--- config.mk ---
export PLATFORM = sky130hd
export DESIGN_NAME = uart_rx_ctrl
export DESIGN_NICKNAME = d
export VERILOG_FILES = /design/src/rtl/uart_pkg.sv /design/src/rtl/uart_rx_fifo.sv /design/src/rtl/uart_rx_ctrl.sv
export SDC_FILE = /design/constraint.sdc
export NUM_CORES = 1
export LEC_CHECK = 0
export ABC_AREA = 1
export BUFFER_PORTS_ARGS = -buffer_cell sky130_fd_sc_hd__buf_2
export CAP_MARGIN = 20
export CORE_ASPECT_RATIO = 0.6
export CORE_MARGIN = 2
export CORE_UTILIZATION = 50
export CTS_CLUSTER_DIAMETER = 50
export DETAILED_ROUTE_END_ITERATION = 8
export PLACE_DENSITY = 0.68
export SKIP_LAST_GASP = 1
export SYNTH_ARGS = -nofsm -noshare
export SYNTH_HDL_FRONTEND = slang
export SYNTH_HIERARCHICAL = 1
export SYNTH_SLANG_ARGS = --single-unit
--- constraint.sdc ---
create_clock -name clock_i -period 3.6 [get_ports clock_i]
set_input_delay 0.36 -clock clock_i [delete_from_list [all_inputs] [get_ports clock_i]]
set_output_delay 0.36 -clock clock_i [all_outputs]
set_load 0.05 [all_outputs]
--- src/rtl/uart_pkg.sv ---
// rtl/uart_pkg.sv - shared types and constants for the UART receive controller
package uart_pkg;

  // Receiver handshake phases: waiting for a byte, acking it, waiting for ready to drop
  typedef enum logic [1:0] {
    A_IDLE = 2'd0,
    A_ACK  = 2'd1,
    A_WAIT = 2'd2
  } ack_state_e;

  // Quiet bit-times that make up one full frame; below this the line may be mid-frame
  localparam int unsigned QUIET_FRAME_BITS = 12;

  // Shortest bit-time the quiet timer will measure, in clock cycles
  localparam int unsigned DIVIDER_FLOOR = 2;

endpackage

--- src/rtl/uart_rx_fifo.sv ---
// rtl/uart_rx_fifo.sv - power-of-two receive FIFO with registered head output
module uart_rx_fifo #(
  parameter int unsigned DEPTH = 16,
  parameter int unsigned WIDTH = 8
) (
  input  logic                     clock_i,
  input  logic                     reset_n_i,
  input  logic                     push_i,
  input  logic [WIDTH-1:0]         wdata_i,
  input  logic                     pop_i,
  output logic [WIDTH-1:0]         rdata_o,
  output logic [$clog2(DEPTH):0]   count_o,
  output logic                     full_o,
  output logic                     empty_o
);

  localparam int unsigned AW = $clog2(DEPTH);
  localparam int unsigned CW = AW + 1;
  localparam logic [CW-1:0] FULL_COUNT = CW'(DEPTH);

  logic [WIDTH-1:0] mem_q [DEPTH];
  logic [AW-1:0]    rd_ptr_q, rd_ptr_d;
  logic [AW-1:0]    wr_ptr_q, wr_ptr_d;
  logic [CW-1:0]    count_q, count_d;
  logic [WIDTH-1:0] data_q, data_d;
  logic             do_push;
  logic             do_pop;

  assign full_o  = (count_q == FULL_COUNT);
  assign empty_o = (count_q == '0);
  assign count_o = count_q;
  assign rdata_o = data_q;

  // Next pointers, occupancy and the head value that will be visible after this edge
  always_comb begin
    do_pop   = pop_i & ~empty_o;
    do_push  = push_i & (~full_o | do_pop);
    rd_ptr_d = do_pop  ? rd_ptr_q + AW'(1) : rd_ptr_q;
    wr_ptr_d = do_push ? wr_ptr_q + AW'(1) : wr_ptr_q;
    count_d  = count_q + CW'(do_push) - CW'(do_pop);
    data_d   = data_q;
    if (count_d != '0) begin
      // The new head is the byte being written right now when the FIFO drains to it
      if (do_push && (rd_ptr_d == wr_ptr_q)) begin
        data_d = wdata_i;
      end else begin
        data_d = mem_q[rd_ptr_d];
      end
    end
  end

  // Storage array; contents need no reset because count gates visibility
  always_ff @(posedge clock_i) begin
    if (do_push) begin
      mem_q[wr_ptr_q] <= wdata_i;
    end
  end

  // Pointers, occupancy and registered head
  always_ff @(posedge clock_i or negedge reset_n_i) begin
    if (!reset_n_i) begin
      rd_ptr_q <= '0;
      wr_ptr_q <= '0;
      count_q  <= '0;
      data_q   <= '0;
    end else begin
      rd_ptr_q <= rd_ptr_d;
      wr_ptr_q <= wr_ptr_d;
      count_q  <= count_d;
      data_q   <= data_d;
    end
  end

endmodule

--- src/rtl/uart_rx_ctrl.sv ---
// rtl/uart_rx_ctrl.sv - UART receiver controller: config owner, byte drain, idle timeout
module uart_rx_ctrl
  import uart_pkg::*;
#(
  parameter int unsigned CLOCK_DIVIDER_WIDTH = 16,
  parameter int unsigned DEFAULT_DIVIDER     = 87,
  parameter int unsigned FIFO_DEPTH          = 16,
  parameter int unsigned IDLE_BITS           = 32
) (
  input  logic                           clock_i,
  input  logic                           reset_n_i,
  input  logic                           rx_serial_i,
  input  logic [7:0]                     rx_data_i,
  input  logic                           rx_ready_i,
  output logic                           rx_ack_o,
  output logic [CLOCK_DIVIDER_WIDTH-1:0] rx_clock_divider_o,
  output logic                           rx_parity_bit_o,
  output logic                           rx_parity_even_o,
  input  logic                           cfg_we_i,
  input  logic [CLOCK_DIVIDER_WIDTH-1:0] cfg_divider_i,
  input  logic                           cfg_parity_bit_i,
  input  logic                           cfg_parity_even_i,
  output logic                           cfg_pending_o,
  input  logic                           pop_i,
  output logic [7:0]                     data_o,
  output logic                           valid_o,
  output logic [$clog2(FIFO_DEPTH):0]    count_o,
  output logic                           overflow_o,
  input  logic                           overflow_clr_i,
  output logic                           timeout_o
);

  localparam int unsigned DW = CLOCK_DIVIDER_WIDTH;
  localparam int unsigned QW = $clog2(IDLE_BITS + 1);
  localparam logic [DW-1:0] DIV_RESET   = DW'(DEFAULT_DIVIDER);
  localparam logic [DW-1:0] DIV_FLOOR   = DW'(DIVIDER_FLOOR);
  localparam logic [QW-1:0] QUIET_MAX   = QW'(IDLE_BITS);
  localparam logic [QW-1:0] QUIET_FRAME = QW'(QUIET_FRAME_BITS);

  ack_state_e    state_q;
  logic          ack_q;

  logic [DW-1:0] div_q;
  logic          par_bit_q;
  logic          par_even_q;
  logic          pend_q;
  logic [DW-1:0] pend_div_q;
  logic          pend_bit_q;
  logic          pend_even_q;

  logic [DW-1:0] timer_q, timer_d;
  logic [QW-1:0] quiet_q, quiet_d;
  logic          burst_q;
  logic          timeout_q;
  logic          overflow_q;

  logic          fifo_full;
  logic          fifo_empty;
  logic          push_attempt;
  logic          drop;
  logic          fifo_push;
  logic          line_quiet;
  logic          apply;
  logic [DW-1:0] bit_len;
  logic          bit_last;
  logic          fire;

  assign push_attempt = (state_q == A_IDLE) && rx_ready_i;
  assign drop         = push_attempt && fifo_full && !pop_i;
  assign fifo_push    = push_attempt && !drop;
  assign line_quiet   = (quiet_q >= QUIET_FRAME);
  assign apply        = pend_q && line_quiet && (state_q == A_IDLE);
  assign bit_len      = (div_q < DIV_FLOOR) ? DIV_FLOOR : div_q;
  assign bit_last     = (timer_q >= bit_len - DW'(1));

  assign rx_ack_o           = ack_q;
  assign rx_clock_divider_o = div_q;
  assign rx_parity_bit_o    = par_bit_q;
  assign rx_parity_even_o   = par_even_q;
  assign cfg_pending_o      = pend_q;
  assign valid_o            = ~fifo_empty;
  assign overflow_o         = overflow_q;
  assign timeout_o          = timeout_q;

  uart_rx_fifo #(
    .DEPTH (FIFO_DEPTH),
    .WIDTH (8)
  ) u_fifo (
    .clock_i   (clock_i),
    .reset_n_i (reset_n_i),
    .push_i    (fifo_push),
    .wdata_i   (rx_data_i),
    .pop_i     (pop_i),
    .rdata_o   (data_o),
    .count_o   (count_o),
    .full_o    (fifo_full),
    .empty_o   (fifo_empty)
  );

  // Receiver handshake: one-cycle ack per frame, then wait for ready to fall
  always_ff @(posedge clock_i or negedge reset_n_i) begin
    if (!reset_n_i) begin
      state_q <= A_IDLE;
      ack_q   <= 1'b0;
    end else begin
      case (state_q)
        A_IDLE: begin
          if (rx_ready_i) begin
            ack_q   <= 1'b1;
            state_q <= A_ACK;
          end
        end
        A_ACK: begin
          ack_q   <= 1'b0;
          state_q <= A_WAIT;
        end
        A_WAIT: begin
          if (!rx_ready_i) begin
            state_q <= A_IDLE;
          end
        end
        default: begin
          ack_q   <= 1'b0;
          state_q <= A_IDLE;
        end
      endcase
    end
  end

  // Pending configuration capture and deferred apply once the line is quiet
  always_ff @(posedge clock_i or negedge reset_n_i) begin
    if (!reset_n_i) begin
      div_q       <= DIV_RESET;
      par_bit_q   <= 1'b0;
      par_even_q  <= 1'b0;
      pend_q      <= 1'b0;
      pend_div_q  <= DIV_RESET;
      pend_bit_q  <= 1'b0;
      pend_even_q <= 1'b0;
    end else begin
      if (apply) begin
        div_q      <= pend_div_q;
        par_bit_q  <= pend_bit_q;
        par_even_q <= pend_even_q;
      end
      if (cfg_we_i) begin
        pend_div_q  <= cfg_divider_i;
        pend_bit_q  <= cfg_parity_bit_i;
        pend_even_q <= cfg_parity_even_i;
        pend_q      <= 1'b1;
      end else if (apply) begin
        pend_q <= 1'b0;
      end
    end
  end

  // Bit timer and saturating quiet-bit counter; any low sample restarts both
  always_comb begin
    timer_d = timer_q;
    quiet_d = quiet_q;
    if (!rx_serial_i) begin
      timer_d = '0;
      quiet_d = '0;
    end else if (apply) begin
      timer_d = '0;
    end else if (bit_last) begin
      timer_d = '0;
      if (quiet_q != QUIET_MAX) begin
        quiet_d = quiet_q + QW'(1);
      end
    end else begin
      timer_d = timer_q + DW'(1);
    end
    fire = burst_q && (quiet_q != QUIET_MAX) && (quiet_d == QUIET_MAX);
  end

  // Quiet timer state; out of reset the line counts as long idle
  always_ff @(posedge clock_i or negedge reset_n_i) begin
    if (!reset_n_i) begin
      timer_q <= '0;
      quiet_q <= QUIET_MAX;
    end else begin
      timer_q <= timer_d;
      quiet_q <= quiet_d;
    end
  end

  // Burst tracking, one-shot timeout pulse and sticky overflow flag
  always_ff @(posedge clock_i or negedge reset_n_i) begin
    if (!reset_n_i) begin
      burst_q    <= 1'b0;
      timeout_q  <= 1'b0;
      overflow_q <= 1'b0;
    end else begin
      burst_q   <= push_attempt | (burst_q & ~fire);
      timeout_q <= fire;
      if (drop) begin
        overflow_q <= 1'b1;
      end else if (overflow_clr_i) begin
        overflow_q <= 1'b0;
      end
    end
  end

endmodule

==> reports/metrics.csv, run 1 <==
metric,value,unit
CP peak stage delay,590,ps
Port Buf Inserts,68,
CTS sink count,214,
Final setup viols,0,
dpl hpwl,16500,um
"Cell Area, Synth",0.0106,mm^2
post-synthesis instance total,1105,
TritonCTS clock tree,done,
Die Width,192,um
GPL Wtd Cong,0.867,
Final Hold Violating Endpoints,20,
post-synthesis sequential area ratio,56.7,%
period utilisation layout,98.8,%
Root Buffer,clkbuf_16,
syn avg cell area,9.58,um^2
Synth Register Bits,214,
share of cells above drive strength 1,18.1,%
Cells after DPL,1432,
nets@finish,1251,
drt via density,5.27,
Power Density,873,mW/mm^2
Max Root-Sink Buffers,3,
grt total ovfl,0,
post-route ant nets,0,
Tightest Pin Transition,904,ps
"Buf+Inv Stages, Crit Path",3,
slew margin rel.,39.7,%
max-slew violations,0,
num ports,69,
Critical Path AT,3960,ps
row cnt,41,
WHS,-21.3,ps
YS warnings,6,
number of global-route vias before repair,7234,
run status,finished with violations,
antenna violations before repair,0,
htree depth,1,
Worst setup SP type,flip-flop,
total CTS buffers,22,
clk slew on worst S/H paths,60,ps
Hold Path Class,in -> async,
final WL,25200,um
"Data required, critical path",4000,ps
Routed WL per cell,17.0,um
Layout Skew,17.7,ps
Setup crit end kind,flip-flop,
n_diodes,0,
achievable clock frequency,281,MHz
failing checks,negative hold slack,
max cap viols,0,
die height,117,um
"non-filler cells, final",1481,
DRC,0,
DRT Pass-1 Iters,7,
Initial Util,50.7,%
core area,0.0209,mm^2
Most common cell on crit path,nand2_1,
DR iter-0 viols,825,
total nets after synthesis,1170,
largest net degree at the start of global routing,72,
"CP delay by family, top",simple AND/OR/NAND/NOR gates,
RSZ-0062 raised after global routing,yes,
post-synthesis cell type count,46,
Hold Buf Count CTS,0,
synthesis-to-layout area growth,14.8,%
first-pass GRT wire length,39700,um
CP max FO,5,
overall routing resource usage,23.1,%
Setup Total Neg Slack,0,ps
CP max stage cell,dfstp_2,
vias,7802,
Leak,5.57,nW
later-pin clock latency in the skew report,510,ps
Die Area,0.0224,mm^2
CP Class,reg -> reg,
maximum vdd drop,0.559,mV
crit path time final,3560,ps
cell type report:
type                            count  area, um^2
Clock buffer                       26         587
Clock inverter                     14         171
Inverter                          185         694
Multi-Input combinational cell    666        3780
Fill cell                        1772        8720
Tap cell                          279         349
Sequential cell                   214        6010
Timing Repair Buffer               97         561
worst register-to-register path, stage by stage (launching register included):
cell and delay (ps):
dfstp_2 590, nor2_4 60, nand2_4 70, nor3_4 50, a21oi_2 200, ha_4 170, nand4_1 140, nor4_2 360
nand2_1 110, xor2_1 200, inv_1 100, ha_4 280, nand2_4 60, o21ai_2 130, a21oi_2 70, buf_4 160
nand2_4 90, nand3_2 70, nand2_1 100, inv_1 40, nand2_1 80, nand2_1 50, nor2_1 100, nand2_1 80
nand2_1 60, nand2_1 50
flip-flops by register name, indices dropped and copies added, names as in the netlist, 5 cells and up:
name	count
rx_clock_divider_o	16
u_fifo/rdata_o	8
pend_div_q	16
timer_q	16
u_fifo/mem_q	128
quiet_q	6
u_fifo/count_o	5
cells in the final DEF, fill, tap and decap left out, types with 3 or more instances in the layout:
master	n
nand2_1	201
inv_1	176
nand3_1	173
edfxtp_1	128
dfrtp_1	75
buf_2	67
nor2_1	61
o21ai_0	38
nand3b_1	33
buf_4	30
ha_1	29
clkbuf_16	23
xor2_1	20
nand2_2	18
nor2_4	11
dfstp_2	11
a21oi_1	9
nor2_2	8
nand3_2	8
inv_2	8
nor3_1	7
nand4_1	7
nand2_4	6
xnor2_1	6
clkinv_1	6
a21oi_2	4
bufinv_16	4
clkbuf_1	3
path summary, 6_finish.rpt:
path,from,to,depth (start not counted),slack (ps)
max in group asynchronous,reset_n_i,pend_div_q[0],2,2830
min,reset_n_i,pend_div_q[3],1,-20
min in group clock_i,overflow_clr_i,overflow_o,2,30
min reg2reg,state_q[1],state_q[1],1,470
max reg2reg,rx_clock_divider_o[6],burst_q,25,40
max,rx_clock_divider_o[6],burst_q,25,40
what timing repair did:
action	in CTS	in global routing
resized for setup	0	28
setup buffers	0	8
hold endpoints to repair	0	0
setup endpoints to repair	0	24
Yosys cell counts, drive strengths merged:
| cell | number | area, um^2 |
|---|---|---|
| a211oi | 1 | 7.51 |
| a21o | 1 | 7.51 |
| a21oi | 13 | 68.8 |
| a221oi | 1 | 8.76 |
| a31o | 1 | 8.76 |
| a31oi | 1 | 6.26 |
| and2 | 1 | 6.26 |
| and3 | 1 | 6.26 |
| buf | 33 | 201 |
| clkbuf | 8 | 30.0 |
| clkinv | 1 | 3.75 |
| dfrtp | 75 | 1880 |
| dfstp | 11 | 289 |
| edfxtp | 128 | 3840 |
| fa | 1 | 20.0 |
| ha | 31 | 388 |
| inv | 184 | 691 |
| nand2 | 224 | 891 |
| nand3 | 183 | 971 |
| nand3b | 33 | 248 |
| nand4 | 7 | 43.8 |
| nor2 | 80 | 388 |
| nor3 | 11 | 82.6 |
| nor3b | 1 | 7.51 |
| nor4 | 2 | 18.8 |
| o21ai | 41 | 209 |
| o31a | 1 | 10.0 |
| o31ai | 2 | 15.0 |
| or3 | 1 | 6.26 |
| xnor2 | 6 | 52.6 |
| xor2 | 21 | 184 |
metrics by stage:
stage | utilization [%] | setup slack (ps) | area [um^2] | total power (W)
after floorplan | - | 112 | 10600 | 0.00659
after global placement | 53.7 | 239 | 11200 | 0.00768
after detailed placement | 53.7 | 57.1 | 11200 | 0.00778
after CTS | 57.3 | 33.2 | 12000 | 0.0102
after global routing | 58.2 | -159 | 12200 | 0.0113
final | 58.2 | 41.7 | 12200 | 0.0106
cells by family (layout without fill, tap and decap cells):
| group | count (synthesis) | after routing | share of synthesized area, % |
|---|---|---|---|
| adders and majority gates | 32 | 32 | 3.85 |
| AOI/OAI and AO/OA | 62 | 62 | 3.23 |
| buffers and inverters | 226 | 322 | 8.74 |
| and+or+nand+nor | 544 | 545 | 25.2 |
| DFF | 214 | 214 | 56.7 |
| xor gates and xnor gates | 27 | 27 | 2.23 |
where the power goes:
group | switching, W | internal [W]
logic | 0.00343 | 0.00165
clock network | 0.000958 | 0.00145
registers | 0.000196 | 0.00292
layer usage:
layer  track usage [%]  part of all wire, %
met5                 0                    0
met4              4.92                  1.4
met2              31.6                   39
met1              36.4                   49
met3              6.22                   10
Note: power is estimated with default switching activity, not from simulation.
==> inputs of run 2 (changes only) <==
--- a/config.mk
+++ b/config.mk
@@ -6,14 +6,14 @@
 export NUM_CORES = 1
 export LEC_CHECK = 0
 export ABC_AREA = 1
-export BUFFER_PORTS_ARGS = -buffer_cell sky130_fd_sc_hd__buf_2
+export BUFFER_PORTS_ARGS = -buffer_cell sky130_fd_sc_hd__clkbuf_2
 export CAP_MARGIN = 20
 export CORE_ASPECT_RATIO = 0.6
 export CORE_MARGIN = 2
 export CORE_UTILIZATION = 50
 export CTS_CLUSTER_DIAMETER = 50
 export DETAILED_ROUTE_END_ITERATION = 8
-export PLACE_DENSITY = 0.68
+export PLACE_DENSITY = 0.7
 export SKIP_LAST_GASP = 1
 export SYNTH_ARGS = -nofsm -noshare
 export SYNTH_HDL_FRONTEND = slang
==> constraint.sdc (replaced) <==
create_clock -name clock_i -period 3.1 [get_ports clock_i]
set_input_delay 0.31 -clock clock_i [delete_from_list [all_inputs] [get_ports clock_i]]
set_output_delay 0.31 -clock clock_i [all_outputs]
set_load 0.05 [all_outputs]
==> reports/metrics.csv, run 2 (synthesis gave the netlist of run 1 again) <==
metric,value,unit,change
# fillers,1714,,-3.3%
first-pass GRT wire length,40800,um,+2.7%
GR Util met1,38.2,%,+1.8 points
Critical Path AT,3780,ps,-180 ps
CP max stage cell,dfstp_4,,
number of global-route vias before repair,7453,,+3.0%
DRC,0,,unchanged
Final setup viols,20,,+20
"CP delay by family, top",simple AND/OR/NAND/NOR gates,,
overall routing resource usage,23.7,%,+0.57 points
CP max FO,5,,unchanged
failing checks,negative setup slack,,
Tightest Pin Transition,795,ps,-109 ps
vias,8090,,+3.7%
"Buf+Inv Stages, Crit Path",1,,-2
grt total ovfl,0,,unchanged
Initial Util,50.7,%,unchanged
Port Buf Inserts,68,,unchanged
DRT Pass-1 Iters,6,,-1
run status,finished with violations,,
max FFs per register,128,,unchanged
cells along the critical path,nor2_2 -> nand2_2 -> nor3_4 -> a21oi_2 -> buf_4 -> nand3_4 -> nor2_4 -> nand3_2 -> nor2_4 -> nand3_2 -> xor2_1 -> ha_1 -> a21oi_2 -> o21ai_2 -> a21oi_4 -> nand2_4 -> nand2_2 -> nand2_1 -> nand3_1 -> nand2_1 -> nor2_1 -> nand2_1 -> nand2_1 -> nand2_1,,
Clk pwr share,19.8,%,-2.9 points
Die Area,0.0224,mm^2,unchanged
Setup crit end kind,flip-flop,,
gr busiest metal,met1,,
Worst setup SP type,flip-flop,,
Most common cell on crit path,nand2_1,,
Power Density,1030,mW/mm^2,+18%
die height,117,um,unchanged
num ports,69,,unchanged
max-slew violations,0,,unchanged
Die Width,192,um,unchanged
CTS sink count,214,,unchanged
Leak,5.90,nW,+6.0%
"Data required, critical path",3500,ps,-500 ps
TritonCTS clock tree,done,,
slew margin rel.,47.0,%,+7.3 points
"commonest non-fill, non-tap cell in the layout",nand2_1,,
achievable clock frequency,296,MHz,+5.5%
clk slew on worst S/H paths,60,ps,about the same
final WL,26100,um,+3.7%
Max Root-Sink Buffers,3,,unchanged
core area,0.0209,mm^2,unchanged
dpl hpwl,17100,um,+3.5%
drt via density,5.24,,-0.48%
synthesis-to-layout area growth,21.6,%,
later-pin clock latency in the skew report,510,ps,about the same
DR iter-0 viols,728,,-12%
maximum vdd drop,1.05,mV,+87%
Int Pwr,0.00758,W,+26%
CP Class,reg -> reg,,
sequential fraction of design power,27.3,%,-2.1 points
n_diodes,0,,unchanged
largest net degree at the start of global routing,65,,-9.7%
post-route ant nets,0,,unchanged
htree depth,1,,unchanged
period utilisation layout,109,%,+10 points
nets@finish,1313,,+5.0%
largest reg by FF count,u_fifo/mem_q,,
Final Hold Violating Endpoints,0,,-100%
Routed WL per cell,16.9,um,-0.43%
Hold Path Class,in -> reg,,
max cap viols,0,,unchanged
combinational share of power,53.0,%,+5.2 points
total CTS buffers,22,,unchanged
met3 GRT Util,4.12,%,-2.1 points
RSZ-0062 raised after global routing,yes,,
Placement Setup Slack,-347,ps,-405 ps
M2 GR Usage,33.3,%,+1.7 points
share of cells above drive strength 1,26.3,%,+8.2 points
post-route setup slack,-274,ps,-315 ps
Root Buffer,clkbuf_16,,
switching share of power,43.1,%,-0.15 points
CP peak stage delay,610,ps,+20 ps
crit path time final,3370,ps,-185 ps
most frequent cells in the layout,"nand2_1, nand3_1, inv_1",,
antenna violations before repair,0,,unchanged
GPL Wtd Cong,0.845,,-2.6%
Psw,0.00573,W,+25%
Layout Skew,18.9,ps,+1.20 ps
row cnt,41,,unchanged
Setup Total Neg Slack,-1980,ps,-1980 ps
==> run 2: cell types whose count changed in the layout (fill, tap and decap cells not counted), moves of 6 or more <==
cell and change:
inv_1 -6, dfrtp_1 -11, clkbuf_2 +68, nor2_1 -11, nand2_1 -9, buf_4 +52, nand2_2 +9, dfrtp_2 +11
nor2_2 +6, buf_2 -67
==> run 2: final timing paths <==
kind	start	endpoint	slack, ps	depth (start not counted)
worst max-delay path	rx_clock_divider_o[4]	burst_q	-270	24
worst min-delay path	cfg_divider_i[5]	pend_div_q[5]	10	3
worst max register to register	rx_clock_divider_o[4]	burst_q	-270	24
worst min register to register	pend_div_q[4]	pend_div_q[4]	480	2
max in group asynchronous	reset_n_i	rx_clock_divider_o[2]	1860	3
min in group asynchronous	reset_n_i	pend_div_q[3]	430	2
==> run 2: through the flow <==
stage / util (%) / hold slack (ps) / std cells / cell area, um^2 / total power (W)
6_report: 61.7 / 14.1 / 1543 / 12900 / 0.0133
5_1_grt: 61.7 / 22.9 / 1543 / 12900 / 0.0141
4_1_cts: 60.2 / 2.89 / 1531 / 12600 / 0.0126
3_5_place_dp: 55.7 / 437 / 1479 / 11600 / 0.00954
3_3_place_gp: 55.7 / 423 / 1479 / 11600 / 0.00935
2_1_floorplan: - / 14.4 / 1105 / 10700 / 0.00779
==> run 2: layer usage <==
| metal | wire length [um] | share of wire, % |
|---|---|---|
| met5 | 0 | 0 |
| met2 | 10600 | 41 |
| met4 | 386 | 1.5 |
| met1 | 12900 | 49 |
| met3 | 2220 | 8.5 |
==> run 2: power by group through the flow <==
| stage | clock [W] | sequential, W | combinational (W) |
|---|---|---|---|
| after floorplan | 0 | 0.00413 | 0.00366 |
| after global placement | 0 | 0.00367 | 0.00569 |
| after detailed placement | 0 | 0.00368 | 0.00587 |
| after CTS | 0.00267 | 0.00362 | 0.00629 |
| after global routing | 0.00277 | 0.00366 | 0.00768 |
| final | 0.00263 | 0.00363 | 0.00705 |
==> run 2: timing repair <==
action / 4_1_cts / 5_1_grt
buffers inserted: 8 / 11
endpoints found under the setup margin: 29 / 32
pin swaps: 17 / 42
hold buffers: 2 / 0
cloned: 2 / 1
hold endpoints to repair: 50 / 0
gates resized for setup: 24 / 50
==> run 2: final cells by class <==
cell class | count | area, um^2 | area share, %
inverter | 185 | 697 | 5.41
timing repair buffer | 159 | 1090 | 8.48
sequential | 214 | 6030 | 46.8
clock buffer | 37 | 694 | 5.39
clock inverter | 3 | 21.3 | 0.165
tap | 279 | 349 | 2.71
multi-input combinational | 666 | 3990 | 31.0
==> run 2: worst min-delay path: stages <==
cell and delay [ps]:
clkbuf_2 70, nand2_1 40, o21ai_0 60
